==> src/rtl/alu_rs.sv <==
// ALU reservation station: holds dispatched ALU ops until both operands arrive
// (direct, same-cycle CDB bypass, or CDB wakeup), then issues through a registered slot.

module alu_rs_entry #(
   parameter int TAG_W = 3
) (
   input  logic              clk,
   input  logic              rst,
   input  logic              flush,
   input  logic              wr,
   input  logic              clr,
   input  logic              d_is_arith,
   input  logic [2:0]        d_funct3,
   input  logic              d_funct7,
   input  logic              d_src1_valid,
   input  logic [31:0]       d_src1_data,
   input  logic [TAG_W-1:0]  d_src1_tag,
   input  logic              d_src2_valid,
   input  logic [31:0]       d_src2_data,
   input  logic [TAG_W-1:0]  d_src2_tag,
   input  logic [TAG_W-1:0]  d_dest_tag,
   input  logic              cdb_valid,
   input  logic [TAG_W-1:0]  cdb_tag,
   input  logic [31:0]       cdb_data,
   output logic              busy,
   output logic              ready,
   output logic              is_arith,
   output logic [2:0]        funct3,
   output logic              funct7,
   output logic [31:0]       src1_data,
   output logic [31:0]       src2_data,
   output logic [TAG_W-1:0]  dest_tag
);
   logic             src1_valid, src2_valid;
   logic [TAG_W-1:0] src1_tag, src2_tag;
   logic             byp1, byp2, hit1, hit2;

   assign byp1  = cdb_valid && (cdb_tag == d_src1_tag);
   assign byp2  = cdb_valid && (cdb_tag == d_src2_tag);
   assign hit1  = cdb_valid && busy && !src1_valid && (cdb_tag == src1_tag);
   assign hit2  = cdb_valid && busy && !src2_valid && (cdb_tag == src2_tag);
   assign ready = busy && src1_valid && src2_valid;

   // wr only targets a free entry and clr only a ready one, so they never collide
   always_ff @(posedge clk) begin
      if (rst || flush) begin
         busy <= 1'b0;
      end else if (wr) begin
         busy       <= 1'b1;
         is_arith   <= d_is_arith;
         funct3     <= d_funct3;
         funct7     <= d_funct7;
         dest_tag   <= d_dest_tag;
         src1_valid <= d_src1_valid || byp1;
         src1_data  <= d_src1_valid ? d_src1_data : cdb_data;
         src1_tag   <= d_src1_tag;
         src2_valid <= d_src2_valid || byp2;
         src2_data  <= d_src2_valid ? d_src2_data : cdb_data;
         src2_tag   <= d_src2_tag;
      end else begin
         if (clr) busy <= 1'b0;
         if (hit1) begin
            src1_valid <= 1'b1;
            src1_data  <= cdb_data;
         end
         if (hit2) begin
            src2_valid <= 1'b1;
            src2_data  <= cdb_data;
         end
      end
   end
endmodule

module alu_rs #(
   parameter int DEPTH = 4,
   parameter int TAG_W = 3
) (
   input  logic                     clk,
   input  logic                     rst,
   input  logic                     flush,
   input  logic                     disp_valid,
   output logic                     disp_ready,
   input  logic                     disp_is_arith,
   input  logic [2:0]               disp_funct3,
   input  logic                     disp_funct7,
   input  logic                     disp_src1_valid,
   input  logic                     disp_src2_valid,
   input  logic [31:0]              disp_src1_data,
   input  logic [31:0]              disp_src2_data,
   input  logic [TAG_W-1:0]         disp_src1_tag,
   input  logic [TAG_W-1:0]         disp_src2_tag,
   input  logic [TAG_W-1:0]         disp_dest_tag,
   input  logic                     cdb_valid,
   input  logic [TAG_W-1:0]         cdb_tag,
   input  logic [31:0]              cdb_data,
   output logic                     iss_valid,
   input  logic                     iss_ready,
   output logic                     iss_is_arith,
   output logic [2:0]               iss_funct3,
   output logic                     iss_funct7,
   output logic [31:0]              iss_src1_data,
   output logic [31:0]              iss_src2_data,
   output logic [TAG_W-1:0]         iss_dest_tag,
   output logic [$clog2(DEPTH):0]   count
);
   localparam int IW = $clog2(DEPTH);
   localparam int CW = IW + 1;

   logic [DEPTH-1:0]             e_busy, e_ready, e_arith, e_f7, alloc_oh, sel_oh;
   logic [DEPTH-1:0][2:0]        e_f3;
   logic [DEPTH-1:0][31:0]       e_s1, e_s2;
   logic [DEPTH-1:0][TAG_W-1:0]  e_dest;
   logic [IW-1:0]                sel_idx;
   logic                         alloc_found, any_ready, disp_fire, slot_load;

   // lowest free entry for dispatch, lowest ready entry for the slot
   always_comb begin
      alloc_oh    = '0;
      alloc_found = 1'b0;
      sel_oh      = '0;
      sel_idx     = '0;
      any_ready   = 1'b0;
      count       = '0;
      for (int i = 0; i < DEPTH; i++) begin
         count = count + CW'(e_busy[i]);
         if (!e_busy[i] && !alloc_found) begin
            alloc_oh[i] = 1'b1;
            alloc_found = 1'b1;
         end
         if (e_ready[i] && !any_ready) begin
            sel_oh[i] = 1'b1;
            sel_idx   = IW'(i);
            any_ready = 1'b1;
         end
      end
   end

   assign disp_ready = (count < CW'(DEPTH));
   assign disp_fire  = disp_valid && disp_ready && !flush;
   assign slot_load  = (!iss_valid || iss_ready) && any_ready && !flush;

   for (genvar g = 0; g < DEPTH; g++) begin : g_ent
      alu_rs_entry #(.TAG_W(TAG_W)) u_ent (
         .clk(clk), .rst(rst), .flush(flush),
         .wr(disp_fire && alloc_oh[g]), .clr(slot_load && sel_oh[g]),
         .d_is_arith(disp_is_arith), .d_funct3(disp_funct3), .d_funct7(disp_funct7),
         .d_src1_valid(disp_src1_valid), .d_src1_data(disp_src1_data), .d_src1_tag(disp_src1_tag),
         .d_src2_valid(disp_src2_valid), .d_src2_data(disp_src2_data), .d_src2_tag(disp_src2_tag),
         .d_dest_tag(disp_dest_tag),
         .cdb_valid(cdb_valid), .cdb_tag(cdb_tag), .cdb_data(cdb_data),
         .busy(e_busy[g]), .ready(e_ready[g]), .is_arith(e_arith[g]), .funct3(e_f3[g]),
         .funct7(e_f7[g]), .src1_data(e_s1[g]), .src2_data(e_s2[g]), .dest_tag(e_dest[g])
      );
   end

   always_ff @(posedge clk) begin
      if (rst || flush) begin
         iss_valid <= 1'b0;
      end else if (slot_load) begin
         iss_valid     <= 1'b1;
         iss_is_arith  <= e_arith[sel_idx];
         iss_funct3    <= e_f3[sel_idx];
         iss_funct7    <= e_f7[sel_idx];
         iss_src1_data <= e_s1[sel_idx];
         iss_src2_data <= e_s2[sel_idx];
         iss_dest_tag  <= e_dest[sel_idx];
      end else if (iss_ready) begin
         iss_valid <= 1'b0;
      end
   end
endmodule
==> config.mk <==
export PLATFORM = sky130hd
export DESIGN_NAME = alu_rs
export DESIGN_NICKNAME = d
export VERILOG_FILES = /design/src/rtl/alu_rs.sv
export SDC_FILE = /design/constraint.sdc
export NUM_CORES = 1
export LEC_CHECK = 0
export BUFFER_PORTS_ARGS = -buffer_cell sky130_fd_sc_hd__buf_2
export CORE_MARGIN = 2
export CORE_UTILIZATION = 50
export CTS_BUF_LIST = sky130_fd_sc_hd__clkbuf_8 sky130_fd_sc_hd__clkbuf_16
export DETAILED_ROUTE_END_ITERATION = 16
export GPL_TIMING_DRIVEN = 1
export PLACE_DENSITY = 0.69
export SETUP_SLACK_MARGIN = 0.3
export SKIP_CTS_REPAIR_TIMING = 1
export SYNTH_ARGS = -nofsm -noshare
export SYNTH_HDL_FRONTEND = slang
export SYNTH_SLANG_ARGS = --single-unit
==> constraint.sdc <==
create_clock -name clk -period 14.5 [get_ports clk]
set_clock_uncertainty 0.15 [all_clocks]
set_input_delay 3.625 -clock clk [delete_from_list [all_inputs] [get_ports clk]]
set_output_delay 3.625 -clock clk [all_outputs]
set_load 0.01 [all_outputs]
==> flow_summary.yaml, run 1 <==
outcome:
  outcome: "finished, final reports clean"
pwr:
  irDropWorstVdd_v: 0.00009412
  leakage_uw: 0.007397
  p_per_area_nw_per_um2: 116.7
  power_uw: 2376
clocking:
  clockBufferDepth: 3
  htree_levels: 2
  clk_pin_slew_ns: 0.06
  cts_sinks: 397
  root_buffer: "clkbuf_16"
  clkLatencyLatePin_ns: 0.53
  cts_tree: "done"
  cts_buffers: 41
route:
  routedWlPerCell_um: 23.83
  wirelength_um: 43280
  routed-wl-met3_um: 2743
  drc: 0
  avgViaCountPerCell: 5.806
  maxUsedRoutingLayer: "met5"
  wl_met1_um: 18270
  drtIter0Drc: 753
  vias: 10544
  drtAntennaViolNets: 0
  wl_met2_um: 21400
  dr.pass1.iters: 5
timing:
  slew_viol_final: 0
  holdWs_ns: 0.3647
  max_freq_mhz: 163.3
  setup_ws_ns: 8.375
  finalCritPeriodShare_pct: 42.24
  totalNegativeSetupSlack_ns: 0
  rsz0062_at_grt: "false"
  hold_viol_final: 0
  final-setup-viol-count: 0
  tightest_slew_ns: 1.235
  layout_min_cycle_time_ns: 6.125
  max-slew-margin-rel_pct: 17.33
yosys:
  avgSynthCellArea_um2: 15.66
  yosys.area.top_type: "edfxtp_1"
  post_synth_num_cell_types: 35
  yosysSeqAreaShare_pct: 66.78
  yosysTopAreaCellShare_pct: 66.22
  synth_warnings: 0
  synth_area_leaders: "edfxtp_1 (66%), mux2_2 (12%), mux2_4 (5.1%), nand2_1 (3.4%), a31oi_1 (2.5%)"
  syn-cell-area_um2: 17780
  synth-seq-cells: 397
  syn_inst: 1135
  syn_nets: 1261
global_route:
  antenna_found_initial: 9
  grt_pass1_wl_um: 64890
  gr-total-overflow: 0
  grt_pass1_vias: 10801
  track_usage_pct: 23.57
  grt_max_degree: 74
worst_setup_path:
  reg2regPathDepth: 9
  reg2reg_from: "g_ent[0].u_ent.busy$_SDFFE_PN0P_"
  cp-endpoint: "count[1]"
  cp.required_ns: 10.72
  cp_max_fo: 6
  crit_chain: "inv_1 > fa_1 > inv_1 > ha_1 > ha_1 > buf_2"
  endpoint_kind: "primary output"
  crit_path_start_kind: "flip-flop"
  cp_slowest_stage_delay_ns: 0.55
  rr_endpoint: "g_ent[3].u_ent.src1_data[4]$_DFFE_PP_"
  crit_slowest_cell: "fa_1"
  ff2ff_setup_slack_ns: 10.46
  startpoint: "g_ent[0].u_ent.busy$_SDFFE_PN0P_"
  crit_type: "reg -> out"
  arrival_ns: 2.35
place:
  post-place-ws_ns: 8.378
  place_congestion: 0.8542
  hpwl_um: 25170
  io_buffers: 197
cells_and_area:
  nets: 1449
  areaGrowthSynthToFinish_pct: 14.56
  mostFrequentLayoutCell: "edfxtp_1"
  num-fill-cells: 2796
  layout-drive-gt1-share_pct: 40.19
  final_cell_mix: "edfxtp_1 (392), buf_2 (197), mux2_2 (191)"
die:
  row_count: 69
  dieHeight_um: 192.6
  die_x_um: 192.6
  num_io_pins: 198
  coreArea_um2: 35310
  start_util_pct: 50.35
  dieArea_um2: 37080
worst_hold_path:
  hold_start: "iss_valid$_SDFFE_PN0P_"
  whs_path_depth: 2
  hp-class: "reg -> reg"
job:
  cap_violations: 0
[cell type report]
class | instances | area, um^2 | share of cell area (%)
sequential | 397 | 11870 | 58.29
clock inverter | 26 | 166.4 | 0.8171
multi-input combinational | 664 | 5509 | 27.05
timing repair buffer | 213 | 1106 | 5.431
tap | 461 | 576.8 | 2.832
antenna | 4 | 10.01 | 0.04915
clock buffer | 45 | 1104 | 5.419
inverter | 6 | 22.52 | 0.1106
[report_power, final]
group          switching, uW  total, uW  internal (uW)
logic                   53.5        109           55.1
registers               1.64       1270           1270
clock network            422       1000            579
[synth_stat cells (all sizes together)]
cell      n
inv       6
or2       1
nand4b    1
xor2      8
and2      2
clkbuf   28
edfxtp  392
a41oi     2
a21oi    13
nor2b     1
buf      40
nand3    13
nor3b     1
mux2    256
o22ai    72
dfxtp     5
nor3      9
nor2      5
fa        1
nand2   169
nand2b    3
a31oi    72
and4      1
and3b     1
nand4     1
ha        4
o21ai     4
xnor2    22
nand3b    2
[worst min path at each step]
stage | end | slack [ns]
2_1_floorplan | g_ent[3].u_ent.busy$_SDFFE_PN0P_ | 0.33
3_3_place_gp | iss_valid$_SDFFE_PN0P_ | 0.34
3_5_place_dp | iss_valid$_SDFFE_PN0P_ | 0.36
4_1_cts | iss_valid$_SDFFE_PN0P_ | 0.37
5_1_grt | iss_valid$_SDFFE_PN0P_ | 0.41
6_report | iss_valid$_SDFFE_PN0P_ | 0.36
[per-layer routing]
| layer | track usage, % | vias up |
|---|---|---|
| met2 | 40.20 | 344 |
| li1 | - | 4775 |
| met5 | 0 | - |
| met1 | 31.27 | 5347 |
| met3 | 4.364 | 68 |
| met4 | 5.872 | 10 |
[sequential cells by signal (all words and copies together), names as in the netlist]
register                cells
iss_src1_data              32
iss_funct3                  3
iss_valid                   1
g_ent.u_ent.src2_tag       12
g_ent.u_ent.src1_tag       12
g_ent.u_ent.funct3         12
iss_funct7                  1
g_ent.u_ent.src1_data     128
g_ent.u_ent.funct7          4
iss_dest_tag                3
g_ent.u_ent.dest_tag       12
iss_is_arith                1
iss_src2_data              32
g_ent.u_ent.is_arith        4
g_ent.u_ent.busy            4
g_ent.u_ent.src2_valid      4
g_ent.u_ent.src2_data     128
g_ent.u_ent.src1_valid      4
[cells by family after synthesis]
| logic type | count (synthesis) | synth area share (%) |
|---|---|---|
| buffers and inverters | 74 | 2.921 |
| AO/OA/AOI/OAI | 163 | 5.645 |
| AND/OR/NAND/NOR | 210 | 5.300 |
| flip-flops | 397 | 66.78 |
| multiplexers | 256 | 17.48 |
| adder cells (fa/ha/maj) | 5 | 0.3942 |
| XOR/XNOR | 30 | 1.478 |
[stage by stage]
step / instances / area, um^2 / utilization (%)
2_1_floorplan: 1135 / 17780 / -
3_3_place_gp: 1741 / 19090 / 54.05
3_5_place_dp: 1741 / 19090 / 54.05
6_report: 1816 / 20370 / 57.68
5_1_grt: 1814 / 20360 / 57.66
4_1_cts: 1812 / 20360 / 57.65
[worst max-delay path, delay by kind of cell (launching register included)]
family / cells / cell delay (ns)
fa+ha+maj: 3 / 1.04
buf+inv: 3 / 0.33
flops: 1 / 0.45
Note: power is estimated with default switching activity, not from simulation.
==> inputs of run 2 (changes only) <==
--- a/config.mk
+++ b/config.mk
@@ -11,7 +11,7 @@
 export CTS_BUF_LIST = sky130_fd_sc_hd__clkbuf_8 sky130_fd_sc_hd__clkbuf_16
 export DETAILED_ROUTE_END_ITERATION = 16
 export GPL_TIMING_DRIVEN = 1
-export PLACE_DENSITY = 0.69
+export PLACE_DENSITY = 0.71
 export SETUP_SLACK_MARGIN = 0.3
 export SKIP_CTS_REPAIR_TIMING = 1
 export SYNTH_ARGS = -nofsm -noshare
==> constraint.sdc (replaced) <==
create_clock -name clk -period 5.53 [get_ports clk]
set_clock_uncertainty 0.15 [all_clocks]
set_input_delay 1.3825 -clock clk [delete_from_list [all_inputs] [get_ports clk]]
set_output_delay 1.3825 -clock clk [all_outputs]
set_load 0.01 [all_outputs]
==> run 2 against run 1 <==
Compared with the run above: worst setup slack lost 6.8 ns; flip-flop and latch count is the same; largest cell class unchanged; first-iteration DRC count grew 15%; register-to-register slack lost 8.9 ns; clock power grew to 2.6 times the previous value; combinational power grew to 2.6 times the previous value; critical path type is now reg -> reg; total power grew to 2.6 times the previous value; via count grew 0.23%; cell area is essentially flat; sequential power grew to 2.6 times the previous value.
==> flow_summary.yaml, run 2 (synthesis gave the netlist of run 1 again) <==
pwr:
  leakage_uw: 0.007380
  sw_frac_of_total_pct: 20.51
  irDropWorstVdd_v: 0.0002377
  p_switching_uw: 1280
  combPwrFrac_pct: 4.6
  p_clk_share_pct: 42.2
  p_int_uw: 4959
  pwr-share-seq_pct: 53.2
  p_per_area_nw_per_um2: 306.2
worst_hold_path:
  hp-class: "reg -> reg"
  whs_path_depth: 2
cells_and_area:
  num-fill-cells: 2757
  areaGrowthSynthToFinish_pct: 14.61
  multiInputGateArea_um2: 5515
  mostFrequentLayoutCell: "edfxtp_1"
  ff_latch_area_um2: 11870
  final_cell_mix: "edfxtp_1 (392), buf_2 (197), mux2_2 (191)"
  nets: 1450
  layout-drive-gt1-share_pct: 40.18
  largest_registers: "g_ent.u_ent.src1_data x128, g_ent.u_ent.src2_data x128"
route:
  dr.pass1.iters: 5
  routedWlPerCell_um: 23.23
  drtIter0Drc: 868
  drc: 0
  vias: 10568
  drtAntennaViolNets: 0
  avgViaCountPerCell: 5.800
  wirelength_um: 42330
global_route:
  grt_pass1_vias: 10958
  gr-total-overflow: 0
  track_usage_pct: 23.18
  grt_pass1_wl_um: 64570
  grt_max_degree: 74
  antenna_found_initial: 8
worst_setup_path:
  cp.required_ns: 5.61
  cp_max_fo: 23
  endpoint_kind: "flip-flop"
  reg2regPathDepth: 9
  crit_type: "reg -> reg"
  ff2ff_setup_slack_ns: 1.54
  startpoint: "g_ent[0].u_ent.busy$_SDFFE_PN0P_"
  arrival_ns: 4.08
  rr_endpoint: "g_ent[3].u_ent.src2_data[4]$_DFFE_PP_"
  crit_path_start_kind: "flip-flop"
  reg2reg_from: "g_ent[0].u_ent.busy$_SDFFE_PN0P_"
  cp-endpoint: "g_ent[3].u_ent.src2_data[4]$_DFFE_PP_"
die:
  num_io_pins: 198
  dieArea_um2: 37080
  start_util_pct: 50.35
  dieHeight_um: 192.6
  row_count: 69
  die_x_um: 192.6
  coreArea_um2: 35310
clocking:
  htree_levels: 2
  root_buffer: "clkbuf_16"
  cts_tree: "done"
  clk_pin_slew_ns: 0.06
  cts_sinks: 397
  clockBufferDepth: 3
  cts_buffers: 41
  clkLatencyLatePin_ns: 0.53
timing:
  max_freq_mhz: 250.3
  holdWs_ns: 0.3611
  rsz0062_at_grt: "false"
  hold_viol_final: 0
  final-setup-viol-count: 0
  slew_viol_final: 0
  max-slew-margin-rel_pct: 26.97
  layout_min_cycle_time_ns: 3.995
  finalCritPeriodShare_pct: 72.23
  tightest_slew_ns: 1.095
  totalNegativeSetupSlack_ns: 0
job:
  cap_violations: 0
place:
  io_buffers: 197
  place_congestion: 0.8333
  hpwl_um: 25390
outcome:
  outcome: "finished, final reports clean"
-- run 2: cell types whose count changed in the layout (fill, tap and decap cells not counted) --
cell       before  now
buf_4          16   17
clkbuf_16      43   41
inv_6           1    0
inv_1          18   13
clkbuf_8        2    1
clkinv_2        3    4
nor3_2          1    0
nor3_4          0    1
clkinv_1        6   13
clkinv_4        0    2
bufinv_16       2    3
diode_2         4    7
-- run 2: worst max-delay path: stages (launching register included) --
cell and delay, ns:
dfxtp_1 0.44, inv_1 0.12, fa_1 0.55, inv_1 0.05
ha_1 0.18, ha_1 0.26, nor3b_4 0.40, nand4_1 0.37
a21oi_4 0.82, buf_4 0.33
-- run 2: worst min path at each step --
stage | start | endpoint | slack [ns]
6_report | iss_valid$_SDFFE_PN0P_ | iss_valid$_SDFFE_PN0P_ | 0.36
5_1_grt | iss_valid$_SDFFE_PN0P_ | iss_valid$_SDFFE_PN0P_ | 0.39
4_1_cts | iss_valid$_SDFFE_PN0P_ | iss_valid$_SDFFE_PN0P_ | 0.37
3_5_place_dp | iss_valid$_SDFFE_PN0P_ | iss_valid$_SDFFE_PN0P_ | 0.36
3_3_place_gp | iss_valid$_SDFFE_PN0P_ | iss_valid$_SDFFE_PN0P_ | 0.34
2_1_floorplan | g_ent[3].u_ent.busy$_SDFFE_PN0P_ | g_ent[3].u_ent.busy$_SDFFE_PN0P_ | 0.33
-- run 2: layer usage --
layer	global-route usage (%)	wire length, um	up-vias
met4	7.663	1226	6
met3	4.274	2744	77
met5	0	40	-
met2	39.53	20780	373
met1	30.02	17540	5320
li1	-	-	4792
-- run 2: power groups by stage --
| stage | combinational [uW] | sequential [uW] | clock, uW |
|---|---|---|---|
| finish | 287 | 3320 | 2630 |
| global route | 311 | 3320 | 2780 |
| CTS | 286 | 3320 | 2670 |
| detailed placement | 284 | 3380 | 0 |
| global placement | 273 | 3380 | 0 |
| floorplan | 160 | 3380 | 0 |
-- run 2: through the flow --
stage                     worst slack (ns)  util (%)  instances  area [um^2]  power (uW)
after floorplan                     0.5241         -       1135        17780        3545
after global placement               1.711     54.09       1742        19100        3657
after detailed placement             1.549     54.09       1742        19100        3669
after CTS                            1.543     57.65       1815        20360        6274
after global routing                 1.317     57.67       1818        20360        6415
final                                1.535     57.70       1822        20370        6239
-- run 2: final cells by class --
| cell class | count | area share, % |
|---|---|---|
| tap | 461 | 2.831 |
| sequential | 397 | 58.27 |
| timing repair buffer | 214 | 5.466 |
| clock buffer | 42 | 5.103 |
| inverter | 6 | 0.1105 |
| antenna | 7 | 0.08597 |
| clock inverter | 31 | 1.069 |
| multi-input combinational | 664 | 27.07 |
